File: src/rtl/pipe3_pkg.sv
// Shared definitions for the 3-stage issue controller: instruction field
// positions, opcodes, FSM states and the scoreboard slot record.
package pipe3_pkg;

  localparam int OP_MSB  = 15;
  localparam int OP_LSB  = 12;
  localparam int RD_MSB  = 11;
  localparam int RD_LSB  = 8;
  localparam int RS1_MSB = 7;
  localparam int RS1_LSB = 4;
  localparam int RS2_MSB = 3;
  localparam int RS2_LSB = 0;

  localparam logic [3:0] OP_NOP  = 4'h0;
  localparam logic [3:0] OP_HALT = 4'hF;

  typedef enum logic [1:0] {
    ST_RUN,
    ST_DRAIN,
    ST_HALTED
  } state_e;

  typedef struct packed {
    logic       valid;
    logic [3:0] op;
    logic [3:0] rd;
  } slot_t;

  // Only ALU opcodes (everything except NOP and HALT) write rd.
  function automatic logic op_writes(input logic [3:0] op);
    return (op != OP_NOP) && (op != OP_HALT);
  endfunction

endpackage

File: src/rtl/pipe3_hazard_unit.sv
// Read-after-write detector: flags an ALU instruction whose sources match the
// destination of a writing instruction still in EX or WB.
module pipe3_hazard_unit
  import pipe3_pkg::*;
(
  input  logic [3:0] op,
  input  logic [3:0] rs1,
  input  logic [3:0] rs2,
  input  slot_t      ex_slot,
  input  slot_t      wb_slot,
  output logic       hazard
);

  // r0 is hardwired zero, so a pending write to it never blocks a reader.
  function automatic logic pending_write(input slot_t s, input logic [3:0] rs);
    return s.valid && op_writes(s.op) && (s.rd != 4'd0) && (s.rd == rs);
  endfunction

  always_comb begin
    hazard = op_writes(op) &&
             (pending_write(ex_slot, rs1) || pending_write(ex_slot, rs2) ||
              pending_write(wb_slot, rs1) || pending_write(wb_slot, rs2));
  end

endmodule

File: src/rtl/pipe3_issue_ctrl.sv
// Issue controller for a 3-stage datapath: combinational issue, EX/WB
// scoreboard, RAW stall insertion and HALT draining.
//
//   state     | meaning
//   ST_RUN    | accepting instructions unless a hazard is present
//   ST_DRAIN  | HALT accepted, waiting for EX and WB to empty
//   ST_HALTED | pipeline empty, no further issue until reset
module pipe3_issue_ctrl
  import pipe3_pkg::*;
#(
  parameter int RA_W = 4,
  parameter int SC_W = 16
) (
  input  logic            clk,
  input  logic            rst,
  input  logic            in_valid,
  input  logic [15:0]     in_instr,
  output logic            in_ready,
  output logic            iss_valid,
  output logic [3:0]      iss_op,
  output logic [3:0]      iss_rd,
  output logic [3:0]      iss_rs1,
  output logic [3:0]      iss_rs2,
  output logic            wb_en,
  output logic [RA_W-1:0] wb_addr,
  output logic [SC_W-1:0] stall_cnt,
  output logic            busy,
  output logic            halted
);

  state_e          state_q, state_d;
  slot_t           ex_q, ex_d;
  slot_t           wb_q, wb_d;
  logic [SC_W-1:0] stall_q, stall_d;
  logic            hazard;

  assign iss_op  = in_instr[OP_MSB:OP_LSB];
  assign iss_rd  = in_instr[RD_MSB:RD_LSB];
  assign iss_rs1 = in_instr[RS1_MSB:RS1_LSB];
  assign iss_rs2 = in_instr[RS2_MSB:RS2_LSB];

  pipe3_hazard_unit u_hazard (
    .op      (iss_op),
    .rs1     (iss_rs1),
    .rs2     (iss_rs2),
    .ex_slot (ex_q),
    .wb_slot (wb_q),
    .hazard  (hazard)
  );

  always_comb begin
    state_d   = state_q;
    stall_d   = stall_q;
    in_ready  = 1'b0;
    iss_valid = 1'b0;
    ex_d      = '0;
    wb_d      = ex_q;

    case (state_q)
      ST_RUN: begin
        in_ready = !hazard;
        if (in_valid && hazard && (stall_q != {SC_W{1'b1}})) begin
          stall_d = stall_q + 1'b1;
        end
      end
      // Nothing issues here, so once EX is empty both slots are empty next cycle.
      ST_DRAIN: begin
        if (!ex_q.valid) begin
          state_d = ST_HALTED;
        end
      end
      ST_HALTED: begin
        state_d = ST_HALTED;
      end
      default: begin
        state_d = ST_RUN;
      end
    endcase

    if (rst) begin
      in_ready = 1'b0;
    end

    iss_valid = in_valid && in_ready;
    if (iss_valid) begin
      ex_d.valid = 1'b1;
      ex_d.op    = iss_op;
      ex_d.rd    = iss_rd;
      if (iss_op == OP_HALT) begin
        state_d = ST_DRAIN;
      end
    end
  end

  always_ff @(posedge clk) begin
    if (rst) begin
      state_q <= ST_RUN;
      ex_q    <= '0;
      wb_q    <= '0;
      stall_q <= '0;
    end else begin
      state_q <= state_d;
      ex_q    <= ex_d;
      wb_q    <= wb_d;
      stall_q <= stall_d;
    end
  end

  assign wb_en     = !rst && wb_q.valid && op_writes(wb_q.op);
  assign wb_addr   = RA_W'(wb_q.rd);
  assign stall_cnt = stall_q;
  assign busy      = !rst && (ex_q.valid || wb_q.valid || (state_q == ST_DRAIN));
  assign halted    = !rst && (state_q == ST_HALTED);

endmodule

File: config.mk
export PLATFORM = sky130hd
export DESIGN_NAME = pipe3_issue_ctrl
export DESIGN_NICKNAME = d
export VERILOG_FILES = /design/src/rtl/pipe3_pkg.sv /design/src/rtl/pipe3_hazard_unit.sv /design/src/rtl/pipe3_issue_ctrl.sv
export SDC_FILE = /design/constraint.sdc
export NUM_CORES = 1
export LEC_CHECK = 0
export CAP_MARGIN = 20
export CORE_ASPECT_RATIO = 0.7
export CORE_MARGIN = 3
export CORE_UTILIZATION = 40
export DETAILED_ROUTE_END_ITERATION = 8
export DONT_BUFFER_PORTS = 1
export SLEW_MARGIN = 20
export SYNTH_ARGS = -nofsm -noshare
export SYNTH_HDL_FRONTEND = slang
export SYNTH_SLANG_ARGS = --single-unit
File: constraint.sdc
create_clock -name clk -period 2.3 [get_ports clk]
set_input_delay 0.575 -clock clk [delete_from_list [all_inputs] [get_ports clk]]
set_output_delay 0.575 -clock clk [all_outputs]
set_load 0.03 [all_outputs]
---- After elaboration in Yosys (flattened, before gate mapping) ----
Index checks and enable logic that the tools add are counted.
W data, S select, Z words.
word-level totals
  latch bits .............................. 0
  output and inout bits ................... 41
  word-level logic and storage cells ...... 62
  bits in registers ....................... 36
  bits of input ports ..................... 19
  memory bits (writable) .................. 0
  memory bits (read-only) ................. 0
  memories ................................ 0
operators by class
  add/sub/neg operators ................... 1
  magnitude comparators ................... 0
  mux-type cells .......................... 7
  shift-type cells ........................ 0
  reduce and logical (&&, ||, !) cells .... 34
  divide/modulo/power cells ............... 0
  $mul .................................... 0
  equal/unequal tests ..................... 11
  bitwise operators ....................... 1
operator list
  operator                 number
  $reduce_bool A4 Y1       5
  $logic_and A1 B1 Y1      19
  $add A16 B1 Y16 const B  1
  $eq A4 B4 Y1             4
  $ne A16 B16 Y1 const B   1
  $ne A4 B4 Y1 const B     3
  $mux W9                  1
  $mux W2                  3
  $pmux W2 S3              1
  $logic_or A1 B1 Y1       5
  $eq A4 B4 Y1 const B     1
  $eq A2 B1 Y1 const B     1
  $eq A2 B2 Y1 const B     1
  $logic_not A1 Y1         2
  $logic_not A2 Y1         1
  $mux W1                  2
  $reduce_and A2 Y1        1
  $reduce_or A2 Y1         1
  $not A1 Y1               1

---- Depth between registers and ports, before layout ----
  depth after elaboration ................. 15
  gate-level depth with buffers ........... 8
  depth with buffers taken out ............ 7

---- By module ----
A second synthesis with hierarchy kept.
unflattened totals
  cell total of the unflattened synthesis .. 216
  area, all modules ....................... 1918.1 um^2
by module, submodules not included
  module             sequential area each (um^2)  instances  area an instance (um^2)  cells each
  pipe3_issue_ctrl   720.7                        1          1665.3                   182
  pipe3_hazard_unit  0.0                          1          252.7                    34

---- Worst setup path after synthesis ----
No wires, ideal clock.
  path type ............................... input to output
  from .................................... input port in_instr[13]
  to ...................................... output port in_ready
  slack ................................... -0.874 ns
  arrival time ............................ 2.599 ns
  buffers on the path ..................... 1
  stages on the path ...................... 5
  data required time ...................... 1.725 ns
  cells stage by stage .................... nor4_1 > nor2_1 > a32oi_4 > buf_2 > nor4b_1
on the way
  cells in the longest elaborated chain, start to end .. 6
  elaborated cells between the ends (all ways) .. 7
  classes of those cells .................. 1 x eq/ne; 2 x mux; 4 x reduce/logical
ends and longest elaborated chain
  item                                                       line                     source
  start: declaration                                         pipe3_issue_ctrl.sv:17   input logic [15:0] in_instr,
  $ne A4 B4 Y1 / $reduce_bool A4 Y1 (equally long branches)  pipe3_pkg.sv:31          return (op != OP_NOP) && (op != OP_HALT);
  $logic_and A1 B1 Y1 *                                      pipe3_pkg.sv:31
  $logic_and A1 B1 Y1 *                                      pipe3_hazard_unit.sv:20  hazard = op_writes(op) &&
  $logic_not A1 Y1 *                                         pipe3_issue_ctrl.sv:61   in_ready = !hazard;
  $mux W1 *                                                  pipe3_issue_ctrl.sv:59   case (state_q)
  $mux W1 *                                                  pipe3_issue_ctrl.sv:80   if (rst) begin
  end: declaration                                           pipe3_issue_ctrl.sv:18   output logic in_ready,
Every way passes the cells marked *; elsewhere a longest branch is shown, timed or not.

---- Final worst setup path ----
  from .................................... register wb_q[5] (netlist bit)
  to ...................................... output port in_ready
on the way
  cells in the longest elaborated chain, start to end .. 11
  elaborated cells between the ends (all ways) .. 13
  classes of those cells .................. 1 x eq/ne; 2 x mux; 10 x reduce/logical
ends and longest elaborated chain
  item                                                       line                     source
  start: declaration                                         pipe3_issue_ctrl.sv:33   slot_t wb_q, wb_d;
  start signal: assignment                                   pipe3_issue_ctrl.sv:104  wb_q <= wb_d;
  $ne A4 B4 Y1 / $reduce_bool A4 Y1 (equally long branches)  pipe3_pkg.sv:31
  $logic_and A1 B1 Y1 *                                      pipe3_pkg.sv:31
  $logic_and A1 B1 Y1 * (2 in a row)                         pipe3_hazard_unit.sv:16  return s.valid && op_writes(s.op) && (s.rd != 4'd0) && (s.rd == rs);
  $logic_and A1 B1 Y1                                        pipe3_hazard_unit.sv:16
  $logic_or A1 B1 Y1                                         pipe3_hazard_unit.sv:21  (pending_write(ex_slot, rs1) || pending_write(ex_slot, rs2) ||
  $logic_or A1 B1 Y1 *                                       pipe3_hazard_unit.sv:22  pending_write(wb_slot, rs1) || pending_write(wb_slot, rs2));
  $logic_and A1 B1 Y1 *                                      pipe3_hazard_unit.sv:20
  $logic_not A1 Y1 *                                         pipe3_issue_ctrl.sv:61
  $mux W1 *                                                  pipe3_issue_ctrl.sv:59
  $mux W1 *                                                  pipe3_issue_ctrl.sv:80
Marks and branches as above.

==> results.sh <==
export IMPL_num_fill_cells=434
export IMPL_wl_um=4288
export IMPL_finalSetupViolations=3
export IMPL_clockBufferDepth=2
export IMPL_num_antenna_cells=0
export IMPL_synthXorXnorAreaFrac=0.07292
export IMPL_fmax_ghz=0.3966
export IMPL_crit_start="wb_q[5]"
export IMPL_synth_top_area_share=0.3750
export IMPL_ctsHoldBuffers=0
export IMPL_die_y_um=64.00
export IMPL_clkTransAtPathRegs_ns=0.07
export IMPL_hold_viol=0
export IMPL_peakVddDrop_uv=220.8
export IMPL_fin_skew_ns=0.004883
export IMPL_port_buffers=0
export IMPL_power_frac_seq=0.497
export IMPL_gp_congestion=0.8095
export IMPL_synth_compound_area_share=0.08724
export IMPL_synth_seq_cells=36
export IMPL_yosysSeqAreaShare=0.3750
export IMPL_cp_start_kind="flop"
export IMPL_grt_overflow_total=0
export IMPL_rr_startpoint="ex_q[2]"
export IMPL_finalNetCount=243
export IMPL_firstDrtPassIters=6
export IMPL_holdWs_ns=0.3472
export IMPL_hp_class="in -> reg"
export IMPL_synthMuxAreaShare=0.04688
export IMPL_clockPowerShare=0.427
export IMPL_cts_sinks=36
export IMPL_grtUsageTotal=0.1549
export IMPL_ys_types=38
export IMPL_yosys_warnings=0
export IMPL_slew_viol_final=0
export IMPL_dp_hpwl_um=3104
export IMPL_synth_area_leaders="dfxtp_1 38%, buf_4 7.8%, nor2b_1 5.9%, xnor2_1 3.6%, xor2_1 3.6%"
export IMPL_synthFlopType="dfxtp_1"
export IMPL_synth_most_common_cell="dfxtp_1"
export IMPL_cts_tree="built"
export IMPL_io_pins=60
export IMPL_syn_nets=233
export IMPL_maxSlewHeadroom=0.6176
export IMPL_ys_top_cells_by_count="36 x dfxtp_1, 20 x buf_4, 18 x nor2b_1"
export IMPL_htree_levels=2
export IMPL_synth_top_family_by_area="simple AND/OR/NAND/NOR gates"
export IMPL_ant_nets=0
export IMPL_grt_pass1_wl_um=6851
export IMPL_finalCriticalPeriod_ns=2.521
export IMPL_syn_inst=213
export IMPL_grt_max_degree=42
export IMPL_synth_edf_count=0
export IMPL_synth_fa_ha_area_frac=0.006510
export IMPL_area_growth_pct=16.54
export IMPL_combinationalPowerShare=0.076
export IMPL_min_from="rst"
export IMPL_min_period_over_period=1.096
export IMPL_multi_input_area_um2=1080
export IMPL_p_switching_w=0.0003021
export IMPL_powerDensity_nw_per_um2=583.5
export IMPL_regArea_um2=726.9
export IMPL_vias=1450
export IMPL_internal_power_w=0.001005
export IMPL_synth_area_per_cell_um2=9.023
export IMPL_worst_slack_ns=-0.2212
export IMPL_switching_share=0.2311
export IMPL_drive_gt1_frac=0.2679
export IMPL_end_kind="output pin"
export IMPL_status="finished, violations left"
export IMPL_synthesis_area_um2=1922
export IMPL_drv_cap=0
export IMPL_ys_async_sr_fraction=0
export IMPL_placed_area_um2=2032
export IMPL_drc=0
export IMPL_cp_required_ns=1.73
export IMPL_viasPerCell=5.197
export IMPL_row_count=20
export IMPL_p_leak_nw=0.8691
export IMPL_grt_pass1_vias=1399
export IMPL_yosysTopAreaCell="dfxtp_1"
export IMPL_drt_initial_drc_count=63
export IMPL_power_total_w=0.001307
export IMPL_dieArea_um2=5686
export IMPL_crit_path_max_fanout=4
export IMPL_core_um2=4479
export IMPL_worstMarginPinSlew_ns=0.5715
export IMPL_numCtsBuffers=5
export IMPL_wl_per_cell_um=15.37
export IMPL_rsz0062_at_grt="true"
export IMPL_grt_antenna_before_repair=0
export IMPL_die_w_um=88.85
export IMPL_violations="setup timing"
export IMPL_final_area_um2=2240
export IMPL_worstPathArrival_ns=1.95
export IMPL_insertion_delay_ns=0.29
export IMPL_dp_slack_ns=-0.06950
export IMPL_cts_root_buf="clkbuf_8"
export IMPL_initial_core_util=0.4291
export IMPL_synth_simple_gate_area_frac=0.3099
export IMPL_path_class="reg -> out"
state kept, by name, summed over array words and instances (netlist names):
name	count
wb_q	5
ex_q	9
wb_addr	4
state_q	2
stall_cnt	16
worst max-delay path: stages (launching register included):
cell     delay (ns)
dfxtp_1        0.32
or4_4          0.55
nand3_4        0.08
nor4_2         0.06
a32oi_4        0.22
nor4b_4        0.26
buf_6          0.17
per-layer routing:
metal  routed length (µm)  track usage  vias to the layer above
met3                  345      0.06057                        0
met2                 1754       0.2148                       46
li1                     -            -                      750
met1                 2188       0.2218                      654
met4                    0      0.03962                        0
met5                    0            0                        -
layout make-up:
class	count	share of cell area
clock buffers	5	0.03073
clock inverters	3	0.01899
inverters	1	0.001676
multi-input cells	148	0.4821
flip-flops and latches	36	0.3246
well taps	55	0.03073
repair buffers	31	0.1112
kinds of logic after synthesis:
group,after synthesis
compound gates,21
mux,8
fa+ha+maj,1
simple gates,102
xor+xnor,16
flops,36
buf+inv,29
cells in the final DEF, fill, tap and decap left out, types with 2 or more instances in the layout:
cell	synthesis	layout
nor2b_1	18	18
or3_1	5	5
nand2_1	9	9
xnor2_1	8	8
and2_1	9	9
dfxtp_1	36	31
nor2_1	15	13
nand3_1	6	6
buf_4	20	29
and3_1	3	3
or4_1	3	2
clkbuf_8	0	5
mux2_1	5	5
nor3_1	7	7
mux2_2	3	3
nand4_1	7	7
dfxtp_2	0	5
o21ai_0	6	6
nor4_4	0	2
and4_1	2	2
nor4_1	6	4
nand2b_1	3	3
nor3b_1	2	2
xor2_1	8	8
a21oi_1	10	10
stage by stage:
stage	utilization	TNS (ns)	std cells
finish	0.5000	-0.5447	279
global route	0.5000	-0.7695	279
CTS	0.4913	-0.4615	278
detailed placement	0.4536	-0.1326	265
global placement	0.4536	-0.04462	265
floorplan	-	-0.1315	213
path summary, 6_finish.rpt:
path	slack [ns]	cells past startpoint	endpoint
worst max-delay path	-0.22	6	in_ready
worst max register to register	0.10	7	stall_cnt[6]
worst min-delay path	0.35	1	wb_addr[3]
worst min register to register	0.47	1	wb_q[7]
power by group through the flow:
stage,registers [W],clock network (W),logic (W)
after global placement,0.000663,0,0.0000905
after CTS,0.000649,0.000568,0.0000961
final,0.000650,0.000558,0.0000992
after detailed placement,0.000663,0,0.0000917
after global routing,0.000652,0.000592,0.000109
after floorplan,0.000659,0,0.000137
what timing repair did:
item	CTS	global route
setup buffers	5	1
pin swaps	3	4
endpoints found under the setup margin	2	5
resized for setup	6	8
cloned	0	0
(Power assumes the default switching activity.)
